==> src/rtl/stream_mux_rr.sv <==
`default_nettype none
// ============================================================================
// Module   : stream_mux_rr
// Purpose  : Merges NSTREAMS AXI-Stream inputs onto one AXI-Stream output.
//            A grant holds one channel for exactly BURST accepted beats.
//            Grants come from a round-robin scan of valid inputs (MODE=0)
//            or from the external channel select `sel` (MODE=1). The output
//            is a two-entry registered skid stage; every beat carries its
//            source channel on m_tid.
// Ports    : aclk, aresetn      - clock, asynchronous active-low reset
//            s_tdata/s_tvalid/s_tready - packed input streams, channel i at
//                                 s_tdata[i*WIDTH +: WIDTH]
//            sel                - channel request (MODE=1 only)
//            m_tdata/m_tvalid/m_tready/m_tid - merged output stream
// Revision : 1.0 - initial release
// ============================================================================
module stream_mux_rr #(
    parameter  int NSTREAMS = 2,
    parameter  int WIDTH    = 16,
    parameter  int BURST    = 1,
    parameter  int MODE     = 0,
    localparam int SELW     = (NSTREAMS > 1) ? $clog2(NSTREAMS) : 1
) (
    input  logic                      aclk,
    input  logic                      aresetn,
    input  logic [NSTREAMS*WIDTH-1:0] s_tdata,
    input  logic [NSTREAMS-1:0]       s_tvalid,
    output logic [NSTREAMS-1:0]       s_tready,
    input  logic [SELW-1:0]           sel,
    output logic [WIDTH-1:0]          m_tdata,
    output logic                      m_tvalid,
    input  logic                      m_tready,
    output logic [SELW-1:0]           m_tid
);

    localparam int                CNTW      = (BURST > 1) ? $clog2(BURST) : 1;
    localparam logic [SELW-1:0]   LAST_CH   = SELW'(NSTREAMS - 1);
    localparam logic [CNTW-1:0]   LAST_BEAT = CNTW'(BURST - 1);
    localparam logic [SELW:0]     NSTR_EXT  = (SELW + 1)'(NSTREAMS);

    typedef enum logic [0:0] {
        ST_ARB  = 1'b0,
        ST_LOCK = 1'b1
    } state_e;

    state_e                state_q,      state_d;
    logic [SELW-1:0]       grant_q,      grant_d;
    logic [SELW-1:0]       rr_ptr_q,     rr_ptr_d;
    logic [CNTW-1:0]       beat_cnt_q,   beat_cnt_d;
    logic [NSTREAMS-1:0]   s_tready_q,   s_tready_d;
    logic                  main_valid_q, main_valid_d;
    logic [WIDTH-1:0]      main_data_q,  main_data_d;
    logic [SELW-1:0]       main_id_q,    main_id_d;
    logic                  skid_valid_q, skid_valid_d;
    logic [WIDTH-1:0]      skid_data_q,  skid_data_d;
    logic [SELW-1:0]       skid_id_q,    skid_id_d;

    logic [WIDTH-1:0]      chan_data [NSTREAMS];
    logic                  accept;
    logic                  consume;
    logic                  rr_found;
    logic [SELW-1:0]       rr_pick;
    logic                  sel_ok;
    logic [SELW-1:0]       sel_pick;

    for (genvar gi = 0; gi < NSTREAMS; gi++) begin : g_unpack
        assign chan_data[gi] = s_tdata[gi*WIDTH +: WIDTH];
    end

    // s_tready_q is only ever set for the granted channel while locked.
    assign accept  = (state_q == ST_LOCK) && s_tvalid[grant_q] && s_tready_q[grant_q];
    assign consume = main_valid_q && m_tready;

    // Round-robin scan starting at rr_ptr; first valid channel wins.
    always_comb begin
        int idx;
        idx      = 0;
        rr_found = 1'b0;
        rr_pick  = rr_ptr_q;
        for (int k = 0; k < NSTREAMS; k++) begin
            idx = int'(rr_ptr_q) + k;
            if (idx >= NSTREAMS) begin
                idx = idx - NSTREAMS;
            end
            if (!rr_found && s_tvalid[idx]) begin
                rr_found = 1'b1;
                rr_pick  = SELW'(idx);
            end
        end
    end

    // With a single stream the select is meaningless: always grant channel 0.
    assign sel_ok   = (NSTREAMS == 1) || ({1'b0, sel} < NSTR_EXT);
    assign sel_pick = (NSTREAMS == 1) ? '0 : sel;

    // Arbitration / burst FSM next state.
    always_comb begin
        state_d    = state_q;
        grant_d    = grant_q;
        rr_ptr_d   = rr_ptr_q;
        beat_cnt_d = beat_cnt_q;
        case (state_q)
            ST_ARB: begin
                if (MODE == 0) begin
                    if (rr_found) begin
                        grant_d = rr_pick;
                        state_d = ST_LOCK;
                    end
                end else begin
                    if (sel_ok) begin
                        grant_d = sel_pick;
                        state_d = ST_LOCK;
                    end
                end
            end
            ST_LOCK: begin
                if (accept) begin
                    if (beat_cnt_q == LAST_BEAT) begin
                        beat_cnt_d = '0;
                        rr_ptr_d   = (grant_q == LAST_CH) ? '0 : grant_q + 1'b1;
                        state_d    = ST_ARB;
                    end else begin
                        beat_cnt_d = beat_cnt_q + 1'b1;
                    end
                end
            end
            default: state_d = ST_ARB;
        endcase
    end

    // Output stage: main register feeds the port, skid catches the beat
    // accepted while main is held by backpressure.
    always_comb begin
        main_valid_d = main_valid_q;
        main_data_d  = main_data_q;
        main_id_d    = main_id_q;
        skid_valid_d = skid_valid_q;
        skid_data_d  = skid_data_q;
        skid_id_d    = skid_id_q;
        if (consume) begin
            main_valid_d = 1'b0;
        end
        if (skid_valid_q && !main_valid_d) begin
            main_valid_d = 1'b1;
            main_data_d  = skid_data_q;
            main_id_d    = skid_id_q;
            skid_valid_d = 1'b0;
        end
        if (accept) begin
            if (!main_valid_d) begin
                main_valid_d = 1'b1;
                main_data_d  = chan_data[grant_q];
                main_id_d    = grant_q;
            end else begin
                skid_valid_d = 1'b1;
                skid_data_d  = chan_data[grant_q];
                skid_id_d    = grant_q;
            end
        end
    end

    // Ready is registered from next-state values, so it never depends
    // combinationally on m_tready yet always equals !skid_valid while locked.
    always_comb begin
        s_tready_d = '0;
        if ((state_d == ST_LOCK) && !skid_valid_d) begin
            s_tready_d[grant_d] = 1'b1;
        end
    end

    always_ff @(posedge aclk or negedge aresetn) begin
        if (!aresetn) begin
            state_q      <= ST_ARB;
            grant_q      <= '0;
            rr_ptr_q     <= '0;
            beat_cnt_q   <= '0;
            s_tready_q   <= '0;
            main_valid_q <= 1'b0;
            main_data_q  <= '0;
            main_id_q    <= '0;
            skid_valid_q <= 1'b0;
            skid_data_q  <= '0;
            skid_id_q    <= '0;
        end else begin
            state_q      <= state_d;
            grant_q      <= grant_d;
            rr_ptr_q     <= rr_ptr_d;
            beat_cnt_q   <= beat_cnt_d;
            s_tready_q   <= s_tready_d;
            main_valid_q <= main_valid_d;
            main_data_q  <= main_data_d;
            main_id_q    <= main_id_d;
            skid_valid_q <= skid_valid_d;
            skid_data_q  <= skid_data_d;
            skid_id_q    <= skid_id_d;
        end
    end

    assign s_tready = s_tready_q;
    assign m_tvalid = main_valid_q;
    assign m_tdata  = main_data_q;
    assign m_tid    = main_id_q;

endmodule
`default_nettype wire

==> config.mk <==
export PLATFORM = sky130hd
export DESIGN_NAME = stream_mux_rr
export DESIGN_NICKNAME = d
export VERILOG_FILES = /design/src/rtl/stream_mux_rr.sv
export SDC_FILE = /design/constraint.sdc
export NUM_CORES = 1
export LEC_CHECK = 0
export ABC_AREA = 1
export BUFFER_PORTS_ARGS = -buffer_cell sky130_fd_sc_hd__buf_2
export CAP_MARGIN = 5
export CORE_ASPECT_RATIO = 1.5
export CORE_MARGIN = 3
export CORE_UTILIZATION = 54
export CTS_BUF_LIST = sky130_fd_sc_hd__clkbuf_8
export DETAILED_ROUTE_END_ITERATION = 10
export MAX_ROUTING_LAYER = met4
export PLACE_DENSITY = 0.87
export REMOVE_ABC_BUFFERS = 1
export SYNTH_ARGS = -nofsm -noshare
export SYNTH_HDL_FRONTEND = slang
export SYNTH_SLANG_ARGS = --single-unit
==> constraint.sdc <==
create_clock -name aclk -period 1.7 [get_ports aclk]
set_clock_uncertainty 0.05 [all_clocks]
set_input_delay 0.255 -clock aclk [delete_from_list [all_inputs] [get_ports aclk]]
set_output_delay 0.255 -clock aclk [all_outputs]
set_load 0.005 [all_outputs]
Word-level counts from Yosys, hierarchy flattened. Cells that the tools add are included.

Flip-flop bits (word level): 42. Input bits: 38. Output and inout port bits: 20. Logic and storage cells: 82.

$add $sub $neg: 5. Order comparisons: 8. Muxes and demuxes: 42. Bitwise logic cells: 3. Reductions and logical operators: 13.

Operators with widths (count): 16-bit 2-to-1 mux (6); 32-bit by 3-bit < comparator with 1-bit output (second input constant) (2); 32-bit 2-to-1 mux (2); 1-bit 2-to-1 mux (31); 1-bit logical AND (7); 2-bit greater-or-equal comparator (second input constant) (2); 1-bit by 2-bit < comparator with 1-bit output (second input constant) (2); 2-bit AND reduction (2); 1-bit zero test (3); 3-bit AND reduction (1); 1-bit by 2-bit subtractor with 3-bit output (second input constant) (1); 2-bit by 2-bit subtractor with 3-bit output (second input constant) (1); 1-bit adder (second input constant) (2); 1-bit by 1-bit adder with 2-bit output (second input constant) (1); 1-bit by 2-bit greater-or-equal comparator with 1-bit output (second input constant) (1); 2-bit 2-to-1 mux (1); 1-bit NOT (2); 1-bit NOT with 2-bit output (1); 1-bit case mux with 2 select lines (1); 1-bit demux with 1-bit select (1); 1-bit greater-or-equal comparator (second input constant) (1).

Logic depth before layout (Yosys ltp).
Depth after elaboration: 16. Gate-level depth with buffers: 8. Mapped depth without buffers: 7.

Least setup slack after synthesis. OpenSTA, ideal clock, no wires.

Path kind: reg-to-reg. From: register main_valid_q (netlist: m_tvalid). To: register main_data_q[12] (netlist: m_tdata[12]). Library setup time: 0.117 ns. Arrival time: 1.138 ns. Data required time: 1.533 ns. Setup slack: 0.395 ns. Cell stages (with the launch flop): 6. Buffers on the path: 1. Clock period less this slack: 1.305 ns. Path through: dfrtp_1 -> a21oi_4 -> nand3_4 -> buf_2 -> nand2_1 -> nand2_1.

Longest elaborated chain between the ends: 7. Elaborated cells on any way between the ends: 8. Those cells by class: mux (5); reduce/logical (3).

Ends and longest elaborated chain: start, declared (RTL line 51) `logic main_valid_q, main_valid_d;`; start signal, assigned (RTL line 190) `main_valid_q <= main_valid_d;`; 1-bit logical AND (RTL line 72) `assign consume = main_valid_q && m_tready;`; 1-bit 2-to-1 mux * (RTL line 140) `if (consume) begin`; 1-bit zero test (RTL line 143) `if (skid_valid_q && !main_valid_d) begin`; 1-bit logical AND (RTL line 143); 16-bit 2-to-1 mux or 1-bit 2-to-1 mux (tied branches) (RTL line 143); 16-bit 2-to-1 mux (RTL line 150) `if (!main_valid_d) begin`; 16-bit 2-to-1 mux * (RTL line 149) `if (accept) begin`; via main_data_d[12] (RTL line 52) `logic [WIDTH-1:0] main_data_q, main_data_d;`; end signal, assigned (RTL line 191) `main_data_q <= main_data_d;`; end, declared (RTL line 52).

The timed path passes the listed nets; every way through them passes the cells marked *. A chain may end at the register's enable or synchronous reset.

Worst setup path after layout.
From: register main_valid_q (netlist: m_tvalid). To: register main_data_q[10] (netlist: m_tdata[10]).

The elaborated chain is that of the path after synthesis.

==> impl_metrics.tcl <==
set metrics [dict create \
    cp-end-kind "register" \
    syn_area_um2 2180 \
    swShare_pct 41.4 \
    coreArea_um2 3780 \
    synth.area.top_cells "dfrtp_1, nand2_1, nand4_1" \
    postSynthAreaPerCell_um2 7.49 \
    reg2regPathDepth 6 \
    tightestPinTransition_ns 0.481 \
    clkPwrFrac_pct 19.5 \
    yosys_warnings 0 \
    clk_pin_slew_ns 0.08 \
    grt_pass1_vias 2043 \
    clock_path_buffers 2 \
    n_antenna_cell 0 \
    post_synth_num_cell_types 17 \
    timing.final.crit_share_pct 88.6 \
    final_cell_mix "nand2_1, buf_2, dfrtp_1, nand4_1, nand3_1" \
    netlist_instances 291 \
    p_switching_w 0.00177 \
    timing.rr.start "m_tvalid" \
    dr_total_vias 2164 \
    combPwrFrac_pct 42.3 \
    initial_core_util_pct 57.6 \
    numCtsBuffers 5 \
    arrival_ns 1.65 \
    hp-start "s_tvalid[1]" \
    htreeDepth 2 \
    ff2ff_setup_slack_ns 0.19 \
    power_w 0.00428 \
    die_y_um 83.8 \
    slew_headroom_pct 67.9 \
    fill_cells 321 \
    synth_top_area_share_pct 47.0 \
    drive_above_1_share_pct 24.5 \
    yosys.area.top_type "dfrtp_1" \
    yosysSeqAreaShare_pct 47.0 \
    power.internal_w 0.00251 \
    fin_nets 388 \
    antenna_found_initial 0 \
    core.rowCount 27 \
    final-max-slew-violation-count 0 \
    ant_nets 0 \
    cap_violations 0 \
    holdCritPathClass "input pin to register" \
    whs_ns 0.211 \
    final-setup-viol-count 0 \
    drc_errors 0 \
    place_congestion 0.819 \
    final_common_cell "nand2_1" \
    final_cells 394 \
    yosys_register_bits 41 \
    ir_drop_v 0.00141 \
    cts_tree "yes" \
    overflow 0 \
    area_growth_pct 21.8 \
    cts_hold_buffers 1 \
    totalWireLength_um 5470 \
    grt_max_degree 25 \
    worstSetupStartpoint "m_tvalid" \
    cts_setup_buffers 0 \
    clock_latency_ns 0.30 \
    cts-root-buf "clkbuf_8" \
    portBuffers 56 \
    dp.cells 385 \
    grt_pass1_wl_um 9270 \
    leakagePower_nw 1.56 \
    drt_iter0_drc 113 \
    startpoint_type "register" \
    pwr-share-seq_pct 38.2 \
    holdPathStages 3 \
    clkSinkCount 41 \
    die_w_um 57.9 \
    critical_path_required_ns 1.85 \
    crit_fanout 19 \
    powerDensity_nw_per_um2 1610 \
    track_usage_pct 25.3 \
    cts_resized 0 \
    first_pass_iters 4 \
    hold_viol 0 \
    fin_crit_ns 1.51 \
    wl_per_cell_um 13.9 \
    fin_util_pct 70.2 \
    status "finished, final reports clean" \
    dieArea_um2 4850 \
    vias_per_cell 5.49 \
    rsz0062_at_grt "no" \
    hpwl_um 3700 \
    critPathKind "register to register" \
    max_freq_ghz 0.664 \
    io_pins 58 \
]
[cell families after synthesis]
group / after synthesis / synth area share, %
AOI/OAI and AO/OA: 3 / 1.21
buffers and inverters: 24 / 5.56
DFF: 41 / 47.0
and+or+nand+nor: 223 / 46.2
[routing by layer]
layer / vias up / GRT usage [%] / routed length, um / share of wire, %
li1: 1068 / - / - / -
met1: 996 / 30.1 / 2000 / 37
met2: 91 / 41.2 / 2970 / 54
met3: 9 / 5.26 / 414 / 7.6
met4: 0 / 10.3 / 84 / 1.5
met5: - / - / 0 / 0
[power by group through the flow]
stage / clock [W] / combinational (W) / sequential [W]
final: 0.000834 / 0.00181 / 0.00163
after global routing: 0.000893 / 0.00206 / 0.00169
after CTS: 0.000843 / 0.00182 / 0.00163
after detailed placement: 0 / 0.00180 / 0.00165
after global placement: 0 / 0.00173 / 0.00163
after floorplan: 0 / 0.000962 / 0.00173
[area by class of cell]
class	count	area (um^2)	share of cell area (%)
multi-input combinational	226	1030	38.9
sequential	41	1030	38.6
timing repair buffer	70	400	15.1
clock buffer	6	82.6	3.11
tap	43	53.8	2.03
clock inverter	2	37.5	1.41
inverter	6	22.5	0.848
[sequential cells by signal, indices dropped and copies added, names as in the netlist]
register / flops
grant_q: 1
m_tdata: 16
m_tid: 1
m_tvalid: 1
rr_ptr_q: 1
s_tready: 2
skid_data_q: 16
skid_id_q: 1
skid_valid_q: 1
state_q: 1
[synth_stat cells]
cell type,number
inv_1,5
nand3_4,2
nand4_1,34
a21oi_4,1
nor2_1,2
nand3_1,21
clkbuf_1,2
inv_2,1
nand2_4,3
buf_6,1
buf_4,2
nand2_2,1
o21ai_0,2
buf_2,13
dfrtp_1,41
nand2_1,159
nand3_2,1
[path summary, 6_finish.rpt]
| path | to |
|---|---|
| setup / recovery | m_tdata[10] |
| hold / removal | grant_q |
| setup reg to reg | m_tdata[10] |
| hold reg to reg | skid_data_q[0] |
| max in group asynchronous | skid_data_q[1] |
| min in group asynchronous | skid_data_q[10] |
[metrics by stage]
step,TNS (ns),setup slack [ns],cell area (um^2)
CTS,0,0.183,2660
global placement,0,0.260,2530
global route,0,0.0605,2660
floorplan,-0.252,-0.0150,2080
detailed placement,0,0.220,2530
finish,0,0.193,2660
[worst max-delay path: stages, from the launching register on]
cell and delay [ns]:
dfrtp_1 0.47, nand2_4 0.25, nand2_2 0.28, nand2_1 0.16, nand2_1 0.08, nand2_1 0.07
nand2_1 0.05
Note: power is estimated with default switching activity, not from simulation.
